===== config.mk =====
export PLATFORM = sky130hd
export DESIGN_NAME = pipe_stage_reg
export DESIGN_NICKNAME = d
export VERILOG_FILES = /design/src/rtl/pipe_stage_reg.sv
export SDC_FILE = /design/constraint.sdc
export NUM_CORES = 1
export LEC_CHECK = 0
export CAP_MARGIN = 0
export CORE_MARGIN = 2
export CORE_UTILIZATION = 41
export DETAILED_ROUTE_END_ITERATION = 16
export HOLD_SLACK_MARGIN = 0.03
export PLACE_DENSITY = 0.85
export RECOVER_POWER = 25
export SKIP_LAST_GASP = 1
export SYNTH_ARGS = -nofsm -noshare
export SYNTH_HDL_FRONTEND = slang
export SYNTH_SLANG_ARGS = --single-unit
export TNS_END_PERCENT = 1

===== constraint.sdc =====
create_clock -name clk -period 1.9 [get_ports clk]
set_input_delay 0.19 -clock clk [delete_from_list [all_inputs] [get_ports clk]]
set_output_delay 0.19 -clock clk [all_outputs]
set_load 0.1 [all_outputs]

===== src/rtl/pipe_stage_reg.sv =====
// -----------------------------------------------------------------------------
// pipe_stage_reg
//   Generic pipeline stage boundary register (IF/ID, ID/EX, EX/MEM, MEM/WB).
//   It carries a valid bit next to an opaque payload. When the upstream stage
//   stalls and downstream does not, it inserts a bubble. A branch redirect that
//   arrives while upstream is stalled is remembered as a deferred flush, so
//   the next entry that advances is squashed.
//
//   Optional build macro: PIPE_STAGE_STATS_EN
//     When defined, adds saturating 32-bit bubble/squash event counters.
//
// Ports
//   clk             in   clock, rising edge
//   rst             in   synchronous active-high reset
//   stall[STALL_W]  in   global stall bus; bit STAGE = upstream, STAGE+1 = downstream
//   flush_i         in   redirect taken in EX; squash wrong-path work
//   in_valid        in   upstream slot holds a real instruction
//   in_data[DATA_W] in   upstream payload
//   out_valid       out  registered valid to downstream
//   out_data        out  registered payload to downstream (NOP_DATA when invalid)
//   flush_pending_o out  deferred flush armed
//   stat_bubbles    out  (PIPE_STAGE_STATS_EN) bubble insertions
//   stat_squashes   out  (PIPE_STAGE_STATS_EN) valid entries discarded by flush
// -----------------------------------------------------------------------------
module pipe_stage_reg #(
  parameter int                DATA_W   = 110,
  parameter int                STALL_W  = 6,
  parameter int                STAGE    = 2,
  parameter logic [DATA_W-1:0] NOP_DATA = {DATA_W{1'b0}}
) (
  input  logic               clk,
  input  logic               rst,
  input  logic [STALL_W-1:0] stall,
  input  logic               flush_i,
  input  logic               in_valid,
  input  logic [DATA_W-1:0]  in_data,
  output logic               out_valid,
  output logic [DATA_W-1:0]  out_data,
`ifdef PIPE_STAGE_STATS_EN
  output logic [31:0]        stat_bubbles,
  output logic [31:0]        stat_squashes,
`endif
  output logic               flush_pending_o
);

  localparam logic [0:0] IDLE  = 1'b0;
  localparam logic [0:0] ARMED = 1'b1;

  // Only two bits of the stall bus matter here; the rest is folded into a
  // sink so the remaining bus bits do not look like forgotten wiring.
  logic unused_stall;
  assign unused_stall = ^stall;

  logic up_stop, dn_stop, advance, bubble, hold;
  assign up_stop = stall[STAGE];
  assign dn_stop = stall[STAGE+1];
  assign advance = !up_stop;
  assign bubble  = up_stop & !dn_stop;
  assign hold    = up_stop & dn_stop;

  logic [0:0]        state_q, state_d;
  logic              valid_q, valid_d;
  logic [DATA_W-1:0] data_q,  data_d;
  logic              ev_bubble, ev_squash;

  // Next-state selection follows flush > bubble > hold > advance.
  always_comb begin
    state_d   = state_q;
    valid_d   = valid_q;
    data_d    = data_q;
    ev_bubble = 1'b0;
    ev_squash = 1'b0;
    if (flush_i) begin
      valid_d = 1'b0;
      data_d  = NOP_DATA;
      // A stalled upstream entry is wrong-path but has not been consumed yet,
      // so squash it when it finally advances.
      state_d   = up_stop ? ARMED : IDLE;
      ev_squash = advance & in_valid;
    end else if (bubble) begin
      valid_d   = 1'b0;
      data_d    = NOP_DATA;
      ev_bubble = 1'b1;
    end else if (hold) begin
      state_d = state_q;
    end else if (state_q == ARMED) begin
      valid_d   = 1'b0;
      data_d    = NOP_DATA;
      state_d   = IDLE;
      ev_squash = in_valid;
    end else begin
      valid_d = in_valid;
      // Never let in_data through under an invalid slot; keeps out_data X-free.
      data_d  = in_valid ? in_data : NOP_DATA;
    end
  end

  always_ff @(posedge clk) begin
    if (rst) begin
      state_q <= IDLE;
      valid_q <= 1'b0;
      data_q  <= NOP_DATA;
    end else begin
      state_q <= state_d;
      valid_q <= valid_d;
      data_q  <= data_d;
    end
  end

  assign out_valid       = valid_q;
  assign out_data        = data_q;
  assign flush_pending_o = (state_q == ARMED);

`ifdef PIPE_STAGE_STATS_EN
  logic [31:0] bub_q, sq_q;

  always_ff @(posedge clk) begin
    if (rst) begin
      bub_q <= '0;
      sq_q  <= '0;
    end else begin
      if (ev_bubble && bub_q != 32'hFFFF_FFFF) bub_q <= bub_q + 32'd1;
      if (ev_squash && sq_q  != 32'hFFFF_FFFF) sq_q  <= sq_q  + 32'd1;
    end
  end

  assign stat_bubbles  = bub_q;
  assign stat_squashes = sq_q;
`else
  logic unused_ev;
  assign unused_ev = ev_bubble ^ ev_squash;
`endif

endmodule


==> impl_metrics.tcl, run 1 <==
set metrics [dict create \
    nets 821 \
    synth.top_cells.by_count "nand2_1 (113), dfxtp_1 (112), a21oi_1 (111)" \
    synth_warnings 0 \
    area_growth_pct 51.7 \
    r2r_slack_ns 0.53 \
    grt_pass1_vias 4056 \
    die_area_sq_um 10900 \
    leakagePower_uw 0.00242 \
    netlist.area_leader.share_pct 54.5 \
    arrival_ns 1.18 \
    cts.htree.levels 3 \
    synth-edff-count 0 \
    power_uw 4850 \
    ctsResizeCount 0 \
    grt_pass1_wl_um 19300 \
    yosysMostFrequentCell "nand2_1" \
    drt_iter0_drc 248 \
    wl_per_cell_um 14.5 \
    critPathBufInv 1 \
    cp.required_ns 1.71 \
    gp_congestion 0.756 \
    ys_ff_latch 112 \
    utilization_pct 63.9 \
    drv_cap 0 \
    io_pins 232 \
    slew_headroom_pct 62.9 \
    grt_overflow 0 \
    ir_worst_vdd_mv 0.393 \
    r2r-start "flush_pending_o" \
    start_kind "register" \
    cpPeakStageDelay_ns 0.47 \
    p_per_area_nw_per_um2 777 \
    fp.coreArea_sq_um 9770 \
    antennaDiodeCount 0 \
    slew_violations 0 \
    cts_buffer_depth 2 \
    viasPerCell 5.11 \
    hold_viol 0 \
    drc 0 \
    ys.flop_type "dfxtp_1" \
    netlist_area_sq_um 4120 \
    finalCritPeriodShare_pct 72.1 \
    clk_pin_slew_worst_paths_ns 0.10 \
    nFillCells 850 \
    post_cts_buffers 0 \
    seq_area_frac_synth_pct 54.5 \
    cts-hold-fix-buffers 0 \
    fin_crit_ns 1.37 \
    reg2reg_depth 4 \
    critPathMaxFanout 2 \
    ant_nets 0 \
    numCtsBuffers 9 \
    setup_tns_ns 0 \
    hpwl_um 8510 \
    grt.total_usage_pct 21.7 \
    syn_avg_cell_area_sq_um 8.22 \
    holdCritStartpoint "in_data[4]" \
    cts_tree "yes" \
    cts_root_buffer "clkbuf_8" \
    dr.pass1.iters 4 \
    synthTopCellsByArea "dfxtp_1 (54%), a21oi_1 (13%), nand3_1 (13%)" \
    clk_latency_ns 0.36 \
    portBuffers 227 \
    setup_viol 0 \
    chipWidth_um 104 \
    yosys.cell_types.count 14 \
    async_flop_share_pct 0 \
    holdPathEnd "out_data[4]" \
    hold_path_depth 3 \
    synth_top_cell_by_area "dfxtp_1" \
    wl_um 12100 \
    dieHeight_um 104 \
    timing.rr.end "out_data[59]" \
    crit_chain "clkbuf_2" \
    crit_slowest_cell "clkbuf_2" \
    endpoint_kind "output pin" \
    hp-class "input pin to register" \
    drive_gt1_share_pct 20.0 \
    start_util_pct 42.1 \
    status "completed" \
    crit_family "buffers and inverters" \
    vias 4281 \
    tightest_slew_ns 0.559 \
    skew_ns 0.00424 \
    fp-row-count 36 \
    critPathKind "register to output pin" \
    syn-num-nets 621 \
    antenna_found_initial 0 \
    clock-sinks 112 \
    grt_max_degree 68 \
    grt_setup_unrepaired "no" \
    maxClockFrequency_ghz 0.730 \
    synthCells 501 \
]
[worst max-delay path by stage]
stage / startpoint / to / slack, ns / cells after the start
floorplan: flush_pending_o / out_data[10] / 0.27 / 5
global placement: in_valid / out_data[0] / 0.28 / 5
detailed placement: in_valid / out_data[59] / 0.23 / 5
CTS: flush_pending_o / out_data[59] / 0.53 / 4
global route: flush_pending_o / out_data[13] / 0.40 / 4
finish: out_data[47] / out_data[47] / 0.53 / 1
[final cells by class]
| class | instances | area, sq um | share of cell area, % |
|---|---|---|---|
| multi-input combinational | 340 | 1590 | 25.5 |
| inverter | 1 | 3.75 | 0.0601 |
| clock buffer | 11 | 151 | 2.42 |
| sequential | 112 | 2240 | 35.9 |
| timing repair buffer | 237 | 2040 | 32.6 |
| tap | 133 | 166 | 2.67 |
| clock inverter | 4 | 53.8 | 0.862 |
[cell usage in the layout (no fill, tap or decap), drive strengths merged, types with 2 or more instances in the layout]
| cell | count |
|---|---|
| nor2 | 2 |
| clkbuf | 63 |
| a21oi | 111 |
| clkinvlp | 2 |
| buf | 70 |
| dfxtp | 112 |
| nand2 | 113 |
| nand3 | 110 |
| clkdlybuf4s50 | 114 |
[routing by layer]
metal,track usage [%],vias up,wire length [um]
met4,9.85,0,231
li1,-,2083,-
met3,6.95,18,1000
met1,25.8,1998,4900
met5,0,-,0
met2,35.8,182,6010
[logic make-up (layout without fill, tap and decap cells)]
group	count (synthesis)	count (layout)	synth area share, %
simple gates	228	228	24.3
compound gates	112	112	13.6
flops	112	112	54.5
buf+inv	49	253	7.57
[power breakdown]
part           switching, uW  total, uW  internal (uW)
sequential              25.9       2420           2400
combinational            626        978            352
clock                    775       1450            678
[flip-flops by register name, summed over array words and instances (netlist names)]
signal / count
out_data: 110
flush_pending_o: 1
out_valid: 1
[tightest hold or removal path, cell delays in order]
cell             delay, ns
clkdlybuf4s50_1       0.39
nand3_1               0.06
a21oi_1               0.06
[through the flow]
stage | worst slack [ns] | instances | hold WS, ns | instance area [sq um]
floorplan | 0.268 | 501 | 0.267 | 4120
global placement | 0.276 | 823 | 0.439 | 6170
detailed placement | 0.226 | 823 | 0.445 | 6170
CTS | 0.534 | 838 | 0.353 | 6370
global route | 0.403 | 838 | 0.362 | 6240
finish | 0.529 | 838 | 0.380 | 6240
Note: power is estimated with default switching activity, not from simulation.
==> run 2, diff against run 1 <==
CORE_UTILIZATION = 35   (was 41)
PLACE_DENSITY = 0.77   (was 0.85)
clock period = 1.1 ns   (was 1.9 ns; I/O delays follow)
==> run 2 against run 1 <==
The flow now finishes with violations (negative setup slack); register-to-register slack got worse by 0.60 ns; core utilization increased by 7.6 points; global-route usage increased by 0.60 points; highest routed layer unchanged.
==> impl_metrics.tcl, run 2 (synthesis results as in run 1) <==
set metrics [dict create \
    dieHeight_um 112 \
    slew_violations 0 \
    chipWidth_um 112 \
    ant_nets 0 \
    grt_setup_unrepaired "yes" \
    start_util_pct 35.9 \
    layout_commonest_cell "buf_12" \
    numCtsBuffers 9 \
    crit_slowest_cell "dfxtp_4" \
    cts_buffer_depth 2 \
    tightest_slew_ns 0.284 \
    cpPeakStageDelay_ns 0.35 \
    fin_crit_ns 1.17 \
    portBuffers 227 \
    power.internal_uw 6870 \
    wl_per_cell_um 17.2 \
    cts_tree "yes" \
    hold_viol 0 \
    fin_cells 862 \
    finalCritPeriodShare_pct 106 \
    crit_chain "nor2b_4 -> buf_12 -> clkbuf_16 -> nand3_1 -> a21oi_2" \
    io_pins 232 \
    violations "negative setup slack" \
    clock-sinks 112 \
    crit_family "flip-flops" \
    arrival_ns 1.44 \
    ir_worst_vdd_mv 0.777 \
    finalWorstSetupSlack_ns -0.0705 \
    drc 0 \
    clk_pin_slew_worst_paths_ns 0.07 \
    critPathKind "register to register" \
    pwr-share-comb_pct 22.3 \
    largest_reg_flops 110 \
    maxClockFrequency_ghz 0.854 \
    design_area_sq_um 8190 \
    critPathBufInv 2 \
    critPathMaxFanout 12 \
    gp_congestion 0.756 \
    placed_cell_area_sq_um 7630 \
    cp.required_ns 1.37 \
    antenna_found_initial 0 \
    p_per_area_nw_per_um2 1160 \
    skew_ns 0.00332 \
    antennaDiodeCount 0 \
    sequentialPowerShare_pct 44.4 \
    hpwl_um 9810 \
    layout_common_cells "buf_12 (119), clkdlybuf4s50_1 (114), nand2_1 (112)" \
    setup_tns_ns -4.12 \
    nets 836 \
    grt_overflow 0 \
    viasPerCell 5.15 \
    p_sw_uw 2650 \
    cts-hold-fix-buffers 0 \
    wl_um 14900 \
    hp-class "input pin to register" \
    grt.total_usage_pct 22.3 \
    grt_max_degree 62 \
    fp.coreArea_sq_um 11500 \
    drive_gt1_share_pct 23.2 \
    cts_root_buffer "clkbuf_16" \
    drt_iter0_drc 345 \
    status "complete, but fails checks" \
    slew_headroom_pct 81.1 \
    endpoint_kind "register" \
    clock_power_share_pct 33.2 \
    setup_viol 111 \
    vias 4441 \
    leakagePower_uw 0.00296 \
    fp-row-count 39 \
    area_growth_pct 99.0 \
    switching_share_pct 27.8 \
    cts.htree.levels 3 \
    dr.pass1.iters 5 \
    start_kind "register" \
    die_area_sq_um 12600 \
    grt_pass1_wl_um 22900 \
    clk_latency_ns 0.33 \
    grt_pass1_vias 4588 \
    drv_cap 0 \
    place_inst 839 \
]
run 2: cell types whose count changed in the layout (fill, tap and decap cells not counted), moves of 2 or more:
cell,change
dfxtp_1,-3
clkbuf_8,-9
a21oi_1,-9
buf_12,+111
dfxtp_2,+2
a21oi_2,+9
buf_16,+6
clkbuf_16,+13
clkbuf_2,-52
buf_4,-54
run 2: cell type report:
| class | instances | area, sq um |
|---|---|---|
| Fill cell | 800 | 3280 |
| Sequential cell | 112 | 2250 |
| Timing Repair Buffer | 252 | 3850 |
| Tap cell | 143 | 179 |
| Clock inverter | 2 | 12.5 |
| Clock buffer | 12 | 278 |
| Multi-Input combinational cell | 340 | 1620 |
| Inverter | 1 | 3.75 |
run 2: power groups by stage:
stage,clock [uW],combinational (uW),sequential [uW]
after CTS,3240,2070,4230
after global routing,3360,2220,4230
after global placement,0,1920,4320
final,3160,2130,4230
after detailed placement,0,1950,4320
after floorplan,0,454,4880
run 2: worst paths after layout:
kind	startpoint	slack, ns	depth (start not counted)	endpoint
max reg2reg	flush_pending_o	-0.07	5	out_data[101]
min reg2reg	out_data[0]	0.48	2	out_data[0]
max	flush_pending_o	-0.07	5	out_data[101]
min	in_data[61]	0.33	3	out_data[61]
run 2: worst register-to-register path, cell delays in order, from the launching register on:
cell and delay [ns]:
dfxtp_4 0.35, nor2b_4 0.14, buf_12 0.17, clkbuf_16 0.18, nand3_1 0.11, a21oi_2 0.16
run 2: routing by layer:
metal / vias to the layer above / track usage, % / share of wire, % / wire length, um
met5: - / 0 / 0 / 0
met1: 2126 / 25.1 / 39 / 5860
met3: 11 / 5.94 / 7.9 / 1170
met4: 0 / 6.83 / 0.95 / 141
met2: 186 / 41.1 / 52 / 7690
li1: 2118 / - / - / -
run 2: repair_timing:
item / in CTS / in global routing
hold endpoints to repair: 0 / 0
pin swaps: 0 / 3
gates cloned: 4 / 3
gates resized for setup: 7 / 10
buffers inserted: 2 / 0
endpoints found under the setup margin: 109 / 113
run 2: through the flow:
| stage | power [uW] | util, % | hold slack [ns] | setup WS [ns] |
|---|---|---|---|---|
| after floorplan | 5340 | - | 0.177 | -0.126 |
| after global placement | 6240 | 66.6 | 0.460 | -0.318 |
| after detailed placement | 6270 | 66.6 | 0.471 | -0.422 |
| after CTS | 9540 | 70.4 | 0.325 | -0.0550 |
| after global routing | 9810 | 71.4 | 0.339 | -0.136 |
| final | 9520 | 71.4 | 0.334 | -0.0705 |
